<file path="src/rtl/time_set_controller.sv">
// rtl/time_set_controller.sv - button debounce, auto-repeat and time-set edit FSM
//
// Purpose: debounces the mode/inc/dec push-buttons and edits a shadow copy of
// the clock time. Commit produces a one-cycle setTime pulse toward the clock core.
//
// Ports:
//   clk, rst                    clock and asynchronous active-high reset
//   btn_mode, btn_inc, btn_dec  raw asynchronous push-buttons
//   switch                      1 = 12-hour mode, 0 = 24-hour mode
//   cur_min, cur_hrs, cur_pm    current time from the clock core
//   setMin, setHrs, setAM, setPM  registered shadow time
//   setTime                     one-cycle commit pulse
//   editing, edit_field         edit status (field: 0 none, 1 hrs, 2 min, 3 AM/PM)
`timescale 1ns/1ps
module time_set_controller #(
    parameter int DEBOUNCE_CYCLES = 4,
    parameter int REPEAT_DELAY    = 8,
    parameter int REPEAT_RATE     = 2,
    parameter int TIMEOUT_CYCLES  = 64
) (
    input  logic       clk,
    input  logic       rst,
    input  logic       btn_mode,
    input  logic       btn_inc,
    input  logic       btn_dec,
    input  logic       switch,
    input  logic [5:0] cur_min,
    input  logic [4:0] cur_hrs,
    input  logic       cur_pm,
    output logic [5:0] setMin,
    output logic [4:0] setHrs,
    output logic       setAM,
    output logic       setPM,
    output logic       setTime,
    output logic       editing,
    output logic [1:0] edit_field
);

    localparam int DB_W = $clog2(DEBOUNCE_CYCLES + 1);
    localparam int RP_W = $clog2(REPEAT_DELAY + REPEAT_RATE + 1);
    localparam int TO_W = $clog2(TIMEOUT_CYCLES + 1);

    typedef enum logic [2:0] {
        IDLE      = 3'd0,
        EDIT_HRS  = 3'd1,
        EDIT_MIN  = 3'd2,
        EDIT_AMPM = 3'd3,
        COMMIT    = 3'd4
    } state_t;

    // Button index: 0 = mode, 1 = inc, 2 = dec
    logic [2:0]      raw;
    logic [2:0]      sync1_q, sync2_q;
    logic [2:0]      lvl_q, lvl_d;
    logic [2:0]      press_q, press_d;
    logic [DB_W-1:0] db_cnt_q [3];
    logic [DB_W-1:0] db_cnt_d [3];

    // Repeat index: 0 = inc, 1 = dec
    logic [RP_W-1:0] rep_cnt_q [2];
    logic [RP_W-1:0] rep_cnt_d [2];
    logic [1:0]      rep_arm_q, rep_arm_d;
    logic [1:0]      rep_ev_q, rep_ev_d;

    state_t          state_q, state_d;
    logic [5:0]      min_q, min_d;
    logic [4:0]      hrs_q, hrs_d;
    logic            am_q, am_d;
    logic            pm_q, pm_d;
    logic [TO_W-1:0] to_q, to_d;
    logic            sw_q;

    logic mode_ev, inc_ev, dec_ev, any_ev, step_inc, step_dec, sw_chg;
    logic [4:0] load_hrs, hrs_inc, hrs_dec;
    logic [5:0] load_min, min_inc, min_dec;
    logic       load_am, load_pm;

    assign raw = {btn_dec, btn_inc, btn_mode};

    // Debounce: level follows the synchronized input only after
    // DEBOUNCE_CYCLES consecutive differing samples; press fires on the rise.
    always_comb begin
        for (int i = 0; i < 3; i++) begin
            lvl_d[i]    = lvl_q[i];
            press_d[i]  = 1'b0;
            db_cnt_d[i] = '0;
            if (sync2_q[i] != lvl_q[i]) begin
                if (db_cnt_q[i] == DB_W'(DEBOUNCE_CYCLES - 1)) begin
                    lvl_d[i]   = sync2_q[i];
                    press_d[i] = sync2_q[i];
                end else begin
                    db_cnt_d[i] = db_cnt_q[i] + 1'b1;
                end
            end
        end
    end

    // Auto-repeat only counts while the level is held and not releasing this
    // cycle, so a repeat never coincides with the release edge.
    always_comb begin
        for (int i = 0; i < 2; i++) begin
            rep_cnt_d[i] = '0;
            rep_arm_d[i] = 1'b0;
            rep_ev_d[i]  = 1'b0;
            if (lvl_q[i+1] && lvl_d[i+1]) begin
                rep_arm_d[i] = rep_arm_q[i];
                rep_cnt_d[i] = rep_cnt_q[i] + 1'b1;
                if (!rep_arm_q[i] && (rep_cnt_q[i] + 1'b1) == RP_W'(REPEAT_DELAY)) begin
                    rep_ev_d[i]  = 1'b1;
                    rep_arm_d[i] = 1'b1;
                    rep_cnt_d[i] = '0;
                end else if (rep_arm_q[i] && (rep_cnt_q[i] + 1'b1) == RP_W'(REPEAT_RATE)) begin
                    rep_ev_d[i]  = 1'b1;
                    rep_cnt_d[i] = '0;
                end
            end
        end
    end

    assign mode_ev  = press_q[0];
    assign inc_ev   = press_q[1] | rep_ev_q[0];
    assign dec_ev   = press_q[2] | rep_ev_q[1];
    assign any_ev   = mode_ev | inc_ev | dec_ev;
    assign step_inc = inc_ev & ~dec_ev & ~mode_ev;
    assign step_dec = dec_ev & ~inc_ev & ~mode_ev;
    assign sw_chg   = switch ^ sw_q;

    // Shadow load with 12/24-hour conversion and range clamping
    always_comb begin
        load_min = (cur_min > 6'd59) ? 6'd0 : cur_min;
        load_hrs = cur_hrs;
        load_am  = 1'b0;
        load_pm  = 1'b0;
        if (switch) begin
            if (cur_hrs == 5'd0) begin
                load_hrs = 5'd12;
                load_am  = 1'b1;
            end else if (cur_hrs > 5'd12) begin
                load_hrs = cur_hrs - 5'd12;
                load_pm  = 1'b1;
            end else begin
                load_am  = ~cur_pm;
                load_pm  = cur_pm;
            end
        end else if (cur_hrs > 5'd23) begin
            load_hrs = 5'd0;
        end
    end

    // Wrapping field arithmetic; minutes never carry into hours
    always_comb begin
        if (switch) begin
            hrs_inc = (hrs_q >= 5'd12) ? 5'd1 : hrs_q + 5'd1;
            hrs_dec = (hrs_q <= 5'd1 || hrs_q > 5'd12) ? 5'd12 : hrs_q - 5'd1;
        end else begin
            hrs_inc = (hrs_q >= 5'd23) ? 5'd0 : hrs_q + 5'd1;
            hrs_dec = (hrs_q == 5'd0 || hrs_q > 5'd23) ? 5'd23 : hrs_q - 5'd1;
        end
        min_inc = (min_q >= 6'd59) ? 6'd0 : min_q + 6'd1;
        min_dec = (min_q == 6'd0 || min_q > 6'd59) ? 6'd59 : min_q - 6'd1;
    end

    always_comb begin
        state_d = state_q;
        min_d   = min_q;
        hrs_d   = hrs_q;
        am_d    = am_q;
        pm_d    = pm_q;
        to_d    = to_q;
        case (state_q)
            IDLE: begin
                to_d = '0;
                if (mode_ev) begin
                    state_d = EDIT_HRS;
                    hrs_d   = load_hrs;
                    min_d   = load_min;
                    am_d    = load_am;
                    pm_d    = load_pm;
                end
            end
            EDIT_HRS, EDIT_MIN, EDIT_AMPM: begin
                to_d = any_ev ? '0 : to_q + 1'b1;
                if (sw_chg) begin
                    state_d = IDLE;
                end else if (mode_ev) begin
                    case (state_q)
                        EDIT_HRS: state_d = EDIT_MIN;
                        EDIT_MIN: state_d = switch ? EDIT_AMPM : COMMIT;
                        default:  state_d = COMMIT;
                    endcase
                end else if (step_inc || step_dec) begin
                    case (state_q)
                        EDIT_HRS: hrs_d = step_inc ? hrs_inc : hrs_dec;
                        EDIT_MIN: min_d = step_inc ? min_inc : min_dec;
                        default: begin
                            am_d = ~am_q;
                            pm_d = ~pm_q;
                        end
                    endcase
                end else if (!any_ev && to_q == TO_W'(TIMEOUT_CYCLES - 1)) begin
                    state_d = IDLE;
                end
            end
            default: state_d = IDLE;
        endcase
    end

    always_ff @(posedge clk or posedge rst) begin
        if (rst) begin
            sync1_q   <= '0;
            sync2_q   <= '0;
            lvl_q     <= '0;
            press_q   <= '0;
            rep_arm_q <= '0;
            rep_ev_q  <= '0;
            for (int i = 0; i < 3; i++) db_cnt_q[i] <= '0;
            for (int i = 0; i < 2; i++) rep_cnt_q[i] <= '0;
            state_q   <= IDLE;
            min_q     <= 6'd0;
            hrs_q     <= 5'd1;
            am_q      <= 1'b1;
            pm_q      <= 1'b0;
            to_q      <= '0;
            sw_q      <= 1'b0;
        end else begin
            sync1_q   <= raw;
            sync2_q   <= sync1_q;
            lvl_q     <= lvl_d;
            press_q   <= press_d;
            rep_arm_q <= rep_arm_d;
            rep_ev_q  <= rep_ev_d;
            for (int i = 0; i < 3; i++) db_cnt_q[i] <= db_cnt_d[i];
            for (int i = 0; i < 2; i++) rep_cnt_q[i] <= rep_cnt_d[i];
            state_q   <= state_d;
            min_q     <= min_d;
            hrs_q     <= hrs_d;
            am_q      <= am_d;
            pm_q      <= pm_d;
            to_q      <= to_d;
            sw_q      <= switch;
        end
    end

    assign setMin  = min_q;
    assign setHrs  = hrs_q;
    assign setAM   = am_q;
    assign setPM   = pm_q;
    assign setTime = (state_q == COMMIT);
    assign editing = (state_q == EDIT_HRS) || (state_q == EDIT_MIN) || (state_q == EDIT_AMPM);

    always_comb begin
        case (state_q)
            EDIT_HRS:  edit_field = 2'd1;
            EDIT_MIN:  edit_field = 2'd2;
            EDIT_AMPM: edit_field = 2'd3;
            default:   edit_field = 2'd0;
        endcase
    end

endmodule

</file>
<file path="config.mk">
export PLATFORM = sky130hd
export DESIGN_NAME = time_set_controller
export DESIGN_NICKNAME = d
export VERILOG_FILES = /design/src/rtl/time_set_controller.sv
export SDC_FILE = /design/constraint.sdc
export NUM_CORES = 1
export LEC_CHECK = 0
export ABC_AREA = 0
export CAP_MARGIN = 20
export CORE_AREA = 2 2 104 106
export CTS_BUF_LIST = sky130_fd_sc_hd__clkbuf_8
export DETAILED_ROUTE_END_ITERATION = 16
export DIE_AREA = 0 0 106 108
export PLACE_DENSITY_LB_ADDON = 0.3
export SETUP_SLACK_MARGIN = 0.2
export SLEW_MARGIN = 20
export SYNTH_ARGS = -nofsm -noshare
export SYNTH_HDL_FRONTEND = slang
export SYNTH_SLANG_ARGS = --single-unit
</file>
<file path="constraint.sdc">
create_clock -name clk -period 5.2 [get_ports clk]
set_clock_uncertainty 0.1 [all_clocks]
set_input_delay 1.56 -clock clk [delete_from_list [all_inputs] [get_ports clk]]
set_output_delay 1.56 -clock clk [all_outputs]
set_load 0.005 [all_outputs]
</file>
==> impl_metrics.ini, run 1 <==
[status]
status = finished, final reports clean

[detailed_routing]
antenna_left = 0
firstDrtPassIters = 4
avgRoutedWirePerCell_um = 14.2
via_per_inst = 5.40
wl_um = 7850
drc = 0
drt_iter0_drc = 151
num_vias = 2979

[logic_synthesis]
syn-instance-count = 381
syn_area_per_cell_um2 = 9.19
synth_top_area_share = 0.393
ys_seq_area_frac = 0.408
synth-edff-count = 0
synth_warnings = 0
yosys_register_bits = 57
synth_top_cells_by_count = 55 x dfrtp_1, 38 x nor2_1, 24 x nand2_1
synth_area_um2 = 3500
synthArstFlopShare = 1.00
syn_nets = 419
ys_types = 63
yosys.area.top_type = dfrtp_1
synth.area.top_cells = dfrtp_1 39%, ha_1 7.1%, nor2_1 4.1%
yosysMostFrequentCell = dfrtp_1
ys.flop_type = dfrtp_1

[cells_and_area]
layout.nets = 449
drive_gt1_frac = 0.0865
n_antenna_cell = 0
syn2layout_area_growth_pct = 19.6
fill_cells = 1013

[grt]
grt_max_degree = 34
first_global_vias = 2843
grt_first_pass_wirelength_um = 13300
antenna_found_initial = 0
grt.total_usage = 0.145
overflow = 0

[cts]
insertion_delay_ns = 0.34
cts.sinks = 57
cts_setup_buffers = 0
cts_buffers = 9
clk_path_buf_depth = 2
htree_levels = 3
cts_hold_buf = 0
cts_tree = built
clk_pin_slew_ns = 0.07
clock-root-buffer = clkbuf_8
cts_resized = 0

[placement]
place_congestion = 0.891
post-place-ws_ns = 1.37
io_buffers = 34
dp_hpwl_um = 5650

[critical_path]
r2r_slack_ns = 2.84
cpPeakStageDelay_ns = 0.59
cp_top_family = buffers and inverters
rr_startpoint = setHrs[1]
worstSetupPathType = flip-flop to output pin
critPathBufInv = 2
reg2regPathDepth = 7
worstPathArrival_ns = 2.18
cp-start-kind = flip-flop
critical_path_required_ns = 3.54
path_depth = 3
slowest_stage = dfrtp_1
path_max_fanout = 20
crit_chain = or2_2, inv_2, clkdlybuf4s50_1
rr_endpoint = setHrs[3]
crit_path_end_kind = output pin

[worst_hold_path]
hold_class = flip-flop to flip-flop
hold_path_end = sync2_q[2]
min_path_cells = 0
hp-start = sync1_q[2]

[sta]
drv_slew = 0
fin_crit_sh = 0.739
tightest_slew_ns = 0.841
relSlewSlack = 0.434
hold_violations = 0
fmax_ghz = 0.260
rsz0062_at_grt = no
fin_crit_ns = 3.84
finalWorstSetupSlack_ns = 1.36
setup_viol = 0
fin_setup_tns_ns = 0

[power]
power.density_nw_per_um2 = 445
leakagePower_uw = 0.00182
vdd_drop_max_uv = 255

[die]
initial_core_util = 0.342
io_pins = 35
fp-row-count = 37
coreArea_um2 = 10200
die_x_um = 106
dieArea_um2 = 11400
die_y_um = 108

[flow_run]
maxCapViolCount = 0
[per-layer routing]
| metal | GRT usage | wire (µm) | part of all wire | up-vias |
|---|---|---|---|---|
| li1 | - | - | - | 1448 |
| met1 | 0.173 | 3490 | 0.44 | 1445 |
| met2 | 0.253 | 3910 | 0.50 | 80 |
| met3 | 0.0398 | 386 | 0.049 | 6 |
| met4 | 0.0479 | 69 | 0.0088 | 0 |
| met5 | 0 | 0 | 0 | - |
[registers in the layout, indices dropped and copies added (netlist names)]
| name | cells |
|---|---|
| rep_arm_q | 2 |
| to_q | 7 |
| db_cnt_q | 9 |
| setPM | 1 |
| press_q | 3 |
| rep_cnt_q | 8 |
| setAM | 1 |
| setMin | 6 |
| lvl_q | 3 |
| state_q | 3 |
| sync1_q | 3 |
| setHrs | 5 |
| sync2_q | 3 |
| sw_q | 1 |
| rep_ev_q | 2 |
[power breakdown]
part / switching (µW) / internal, µW
clock: 190 / 273
sequential: 174 / 546
combinational: 333 / 343
[how the worst max path moves through the flow]
| stage | start | end | slack (ns) |
|---|---|---|---|
| final | state_q[2] | editing | 1.36 |
| after global routing | state_q[2] | editing | 1.24 |
| after CTS | state_q[2] | editing | 1.34 |
| after detailed placement | cur_hrs[2] | setHrs[2] | 1.37 |
| after global placement | cur_hrs[2] | setHrs[2] | 1.42 |
| after floorplan | rst | db_cnt_q[0] | 2.14 |
[cell usage in the layout, fill, tap and decap left out, types with 3 or more instances in the layout]
| cell | count |
|---|---|
| ha_1 | 20 |
| mux2_2 | 3 |
| nand3_1 | 16 |
| buf_4 | 3 |
| mux2i_1 | 6 |
| a21oi_1 | 11 |
| o211ai_1 | 9 |
| a211o_1 | 3 |
| nand2b_1 | 7 |
| o21ai_0 | 21 |
| nor2b_1 | 6 |
| clkinv_4 | 3 |
| nor4_1 | 6 |
| nand2_1 | 24 |
| or3_1 | 4 |
| dfrtp_1 | 55 |
| a31oi_1 | 10 |
| nand4_1 | 3 |
| clkbuf_8 | 9 |
| a311oi_1 | 4 |
| nor3_1 | 10 |
| nor2_1 | 38 |
| xor2_1 | 5 |
| a21o_1 | 8 |
| xnor2_1 | 9 |
| o31ai_1 | 4 |
| inv_1 | 21 |
| and3_1 | 3 |
| clkdlybuf4s50_1 | 34 |
| nor3b_1 | 12 |
[layout make-up]
| class | count | area, µm² | share of cell area |
|---|---|---|---|
| inverter | 23 | 86.3 | 0.0206 |
| multi-input combinational | 283 | 1910 | 0.457 |
| sequential | 57 | 1430 | 0.341 |
| clock inverter | 7 | 103 | 0.0245 |
| timing repair buffer | 37 | 363 | 0.0867 |
| tap | 136 | 170 | 0.0406 |
| clock buffer | 9 | 124 | 0.0296 |
[logic make-up (layout without fill, tap and decap cells)]
group	Yosys count	in the layout	share of synthesized area
simple gates	142	142	0.213
compound gates	98	98	0.200
flops	57	57	0.408
buf+inv	41	76	0.0457
fa+ha+maj	20	20	0.0715
xor+xnor	14	14	0.0350
mux	9	9	0.0268
[through the flow]
stage | utilization | std cells | area, µm² | total power [µW] | hold WS (ns)
floorplan | - | 381 | 3500 | 1160 | 0.231
global placement | 0.387 | 536 | 3960 | 1380 | 0.233
detailed placement | 0.387 | 536 | 3960 | 1400 | 0.235
CTS | 0.409 | 552 | 4190 | 1890 | 0.253
global route | 0.409 | 552 | 4190 | 2010 | 0.262
finish | 0.409 | 552 | 4190 | 1860 | 0.250
Power figures use the tool's default switching activity.
==> run 2, diff against run 1 <==
- clock period: 5.2 -> 4 ns (I/O delays scaled with it)
==> run 2 against run 1 <==
Sequential share of layout area fell by 0.11 points. Die area did not move. Global-route usage fell by 0.32 points. Non-clock buffer count rose by 2. Worst setup slack got worse by 0.78 ns. Combinational power rose by 29%. Sequential power rose by 30%. Cell count rose by 0.36%. Largest cell class unchanged.
==> impl_metrics.ini, run 2 (same netlist as run 1, synthesis figures left out) <==
[placement]
place_congestion = 0.916
dp_hpwl_um = 5600
placed_cells = 538
io_buffers = 34

[die]
die_y_um = 108
initial_core_util = 0.342
dieArea_um2 = 11400
io_pins = 35
die_x_um = 106
coreArea_um2 = 10200
fp-row-count = 37

[detailed_routing]
wl_met3_um = 316
via_per_inst = 5.28
num_vias = 2925
antenna_left = 0
avgRoutedWirePerCell_um = 13.8
drt_iter0_drc = 249
wl_met1_um = 3540
wl_um = 7670
drc = 0
dr_wl_met2_um = 3720
firstDrtPassIters = 4
highest_layer = met4

[sta]
drv_slew = 0
relSlewSlack = 0.537
rsz0062_at_grt = no
fin_crit_sh = 0.856
hold_violations = 0
setup_viol = 0
tightest_slew_ns = 0.688
fin_setup_tns_ns = 0
fin_crit_ns = 3.42
fmax_ghz = 0.292

[cts]
htree_levels = 3
cts_setup_buffers = 0
clk_path_buf_depth = 2
cts_buffers = 9
clk_pin_slew_ns = 0.07
cts_hold_buf = 0
cts.sinks = 57
clock-root-buffer = clkbuf_8
insertion_delay_ns = 0.34
cts_tree = built
cts_resized = 0

[power]
finalPower_uw = 2420
vdd_drop_max_uv = 272
combPwrFrac = 0.362
swShare = 0.374
power_frac_clock = 0.252
power.density_nw_per_um2 = 575
p_int_uw = 1510
p_sw_uw = 905
leakagePower_uw = 0.00182
power_frac_seq = 0.387

[grt]
grt_max_degree = 24
overflow = 0
first_global_vias = 2770
grt_first_pass_wirelength_um = 13000
antenna_found_initial = 0
grt.total_usage = 0.142

[cells_and_area]
layout_commonest_cell = dfrtp_1
fin_cells = 554
top_regs = db_cnt_q x9, rep_cnt_q x8, to_q x7
largest_register_ffs = 9
syn2layout_area_growth_pct = 20.0
n_antenna_cell = 0
layout_common_cells = 55 x dfrtp_1, 38 x nor2_1, 34 x clkdlybuf4s50_1
drive_gt1_frac = 0.0909
layout.nets = 451
top_register = db_cnt_q

[critical_path]
worstSetupPathType = flip-flop to output pin
crit_path_end_kind = output pin
worstPathArrival_ns = 2.12
rr_startpoint = setHrs[1]
r2r_slack_ns = 1.67
critical_path_required_ns = 2.70
cp-start-kind = flip-flop
rr_endpoint = setHrs[3]
path_max_fanout = 10
reg2regPathDepth = 7
critPathLaunch = state_q[0]

[worst_hold_path]
hold_path_end = sync2_q[0]
hold_class = flip-flop to flip-flop
hp-start = sync1_q[0]
min_path_cells = 0

[flow_run]
maxCapViolCount = 0

[status]
status = finished, final reports clean
==> run 2: critical path, cell delays in order (launching register included) <==
cell and delay [ns]:
dfrtp_1 0.49, nor2_1 0.11, or2_2 0.40, inv_2 0.23
clkdlybuf4s50_1 0.54
==> run 2: area by class of cell <==
cell class                      count  area (µm²)
Timing Repair Buffer               39         378
Clock inverter                      7         101
Clock buffer                        9         124
Fill cell                        1001        6030
Sequential cell                    57        1430
Multi-Input combinational cell    283        1910
Inverter                           23        86.3
Tap cell                          136         170
==> run 2: worst max path at each step <==
stage | endpoint | slack (ns) | cells after the start
floorplan | db_cnt_q[0] | 1.30 | 1
global placement | setHrs[2] | 0.58 | 7
detailed placement | setHrs[2] | 0.46 | 7
CTS | editing | 0.55 | 4
global route | editing | 0.46 | 4
finish | editing | 0.58 | 4
==> run 2: through the flow <==
step,utilization,setup slack [ns],hold slack [ns],instance area [µm²]
global placement,0.389,0.579,0.232,3980
CTS,0.411,0.546,0.252,4200
detailed placement,0.389,0.462,0.235,3980
global route,0.411,0.459,0.262,4200
floorplan,-,1.30,0.231,3500
finish,0.411,0.578,0.251,4200
==> run 2: per-layer routing <==
| metal | GRT usage | vias to the layer above |
|---|---|---|
| li1 | - | 1452 |
| met1 | 0.177 | 1406 |
| met2 | 0.236 | 59 |
| met3 | 0.0386 | 8 |
| met4 | 0.0508 | 0 |
| met5 | 0 | - |
==> run 2: power by group through the flow <==
stage / clock network, µW / registers (µW) / logic [µW]
6_report: 608 / 935 / 874
5_1_grt: 653 / 969 / 982
4_1_cts: 629 / 933 / 879
3_5_place_dp: 0 / 943 / 875
3_3_place_gp: 0 / 937 / 862
2_1_floorplan: 0 / 826 / 685
==> run 3, diff against run 2 <==
- ABC_AREA: 0 -> 1
- CORE_AREA: 2 2 104 106 -> 2 2 103 105
- CTS_CLUSTER_SIZE: unset -> 14
- DIE_AREA: 0 0 106 108 -> 0 0 105 107
- SLEW_MARGIN: 20 -> 10
==> run 3 against run 2 <==
Fmax is 5.5% higher. Power is 1.7% higher. Combinational power is 19% higher. Cell count is 14% higher. Largest cell class unchanged. Global-route usage is 0.13 points lower. Critical path type unchanged. Clock power is 14% lower. Critical path depth stayed put.
==> impl_metrics.ini, run 3 <==
[grt]
grtUsageMet3 = 0.0286
grt_use_met2 = 0.248
grt.total_usage = 0.140
antenna_found_initial = 0
grt.busiest_layer = met2
grt_max_degree = 46
first_global_vias = 2975
overflow = 0
grt_first_pass_wirelength_um = 13000
grt_util_met1 = 0.165

[cells_and_area]
regArea_um2 = 1430
layout_commonest_cell = nand2_1
multiInputGateArea_um2 = 1750
top_register = db_cnt_q
layout_common_cells = 106 x nand2_1, 55 x dfrtp_1, 54 x nor2_1
layout.nets = 526
largest_register_ffs = 9
drive_gt1_frac = 0.0710
fin_cells = 629
n_antenna_cell = 0
syn2layout_area_growth_pct = 19.1
top_regs = db_cnt_q x9, rep_cnt_q x8, to_q x7
fill_cells = 1048

[critical_path]
path_max_fanout = 19
worstSetupPathType = flip-flop to output pin
cp-start-kind = flip-flop
crit_path_end_kind = output pin
critical_path_required_ns = 2.70
worstPathArrival_ns = 1.94

[sta]
rsz0062_at_grt = no
relSlewSlack = 0.628
setup_viol = 0
hold_violations = 0
fin_crit_sh = 0.811
tightest_slew_ns = 0.559
drv_slew = 0
fin_setup_tns_ns = 0
fin_crit_ns = 3.24
fmax_ghz = 0.308

[logic_synthesis]
synth.area.top_cells = dfrtp_1 40%, nand2_1 12%, ha_1 7.3%
yosysMostFrequentCell = nand2_1
synth-edff-count = 0
yosys.area.top_type = dfrtp_1
syn_area_per_cell_um2 = 7.63
yosys_register_bits = 57
syn-instance-count = 451
synth_top_area_share = 0.400
syn_nets = 489
ys_seq_area_frac = 0.415
ys_types = 35
synth_area_um2 = 3440
synthArstFlopShare = 1.00
synth_warnings = 0
synth_top_cells_by_count = 106 x nand2_1, 55 x dfrtp_1, 54 x nor2_1
ys.flop_type = dfrtp_1

[cts]
htree_levels = 3
cts_buffers = 9
cts_setup_buffers = 0
insertion_delay_ns = 0.34
cts.sinks = 57
clk_pin_slew_ns = 0.06
clk_path_buf_depth = 2
cts_resized = 0
clock-root-buffer = clkbuf_8
cts_hold_buf = 0
cts_tree = built

[die]
coreArea_um2 = 10100
die_y_um = 107
die_x_um = 105
initial_core_util = 0.341
fp-row-count = 37
dieArea_um2 = 11200
io_pins = 35

[placement]
dp_hpwl_um = 5520
placed_cells = 613
io_buffers = 34
place_congestion = 0.859

[power]
power.density_nw_per_um2 = 599
leakagePower_uw = 0.00203
vdd_drop_max_uv = 300

[detailed_routing]
num_vias = 2996
antenna_left = 0
via_per_inst = 4.76
drc = 0
avgRoutedWirePerCell_um = 11.5
firstDrtPassIters = 4
wl_um = 7230
drt_iter0_drc = 148

[worst_hold_path]
hold_class = flip-flop to flip-flop

[flow_run]
maxCapViolCount = 0

[status]
status = finished, final reports clean
==> run 3: power by group <==
part | internal (µW) | switching (µW) | leakage [µW]
Combinational | 445 | 597 | 0.00119
Clock | 300 | 224 | 0.0000995
Sequential | 715 | 176 | 0.000737
==> run 3: stage by stage <==
step / cell area, µm² / setup WS, ns / power [µW] / hold WS, ns / util
global placement: 3900 / 0.983 / 1930 / 0.233 / 0.387
floorplan: 3440 / 1.30 / 1620 / 0.231 / -
global route: 4100 / 0.626 / 2710 / 0.261 / 0.406
CTS: 4100 / 0.708 / 2480 / 0.253 / 0.406
detailed placement: 3900 / 0.925 / 1940 / 0.238 / 0.387
finish: 4100 / 0.756 / 2460 / 0.252 / 0.406
==> run 3: logic make-up after synthesis <==
| family | share of synthesized area |
|---|---|
| adders and majority gates | 0.0727 |
| buffers and inverters | 0.0781 |
| xor gates and xnor gates | 0.0407 |
| DFF | 0.415 |
| and+or+nand+nor | 0.288 |
| AOI/OAI and AO/OA | 0.106 |
==> run 3: critical path, stage by stage, from the launching register on <==
cell and delay [ns]:
dfrtp_1 0.50, inv_4 0.16, nand2_4 0.15, inv_2 0.25
clkdlybuf4s50_1 0.56
==> run 3: worst paths after layout <==
kind,startpoint,endpoint,slack (ns),cells after the start
hold / removal,sync1_q[1],sync2_q[1],0.25,0
hold reg to reg,sync1_q[1],sync2_q[1],0.25,0
setup / recovery,state_q[2],editing,0.76,4
max in group asynchronous,rst,setPM,1.95,3
setup reg to reg,rep_ev_q[1],setMin[1],1.93,7
min in group asynchronous,rst,sync1_q[0],1.01,2
==> run 3: metal layers <==
metal,up-vias,part of all wire
met2,74,0.50
met1,1374,0.44
met3,10,0.045
met4,0,0.015
li1,1538,-
met5,-,0
==> run 3: final cells by class <==
cell class                      instances  area share
Clock buffer                           10      0.0336
Clock inverter                          6      0.0143
Inverter                               55      0.0516
Multi-Input combinational cell        330       0.426
Sequential cell                        57       0.348
Tap cell                              136      0.0415
Timing Repair Buffer                   35      0.0848
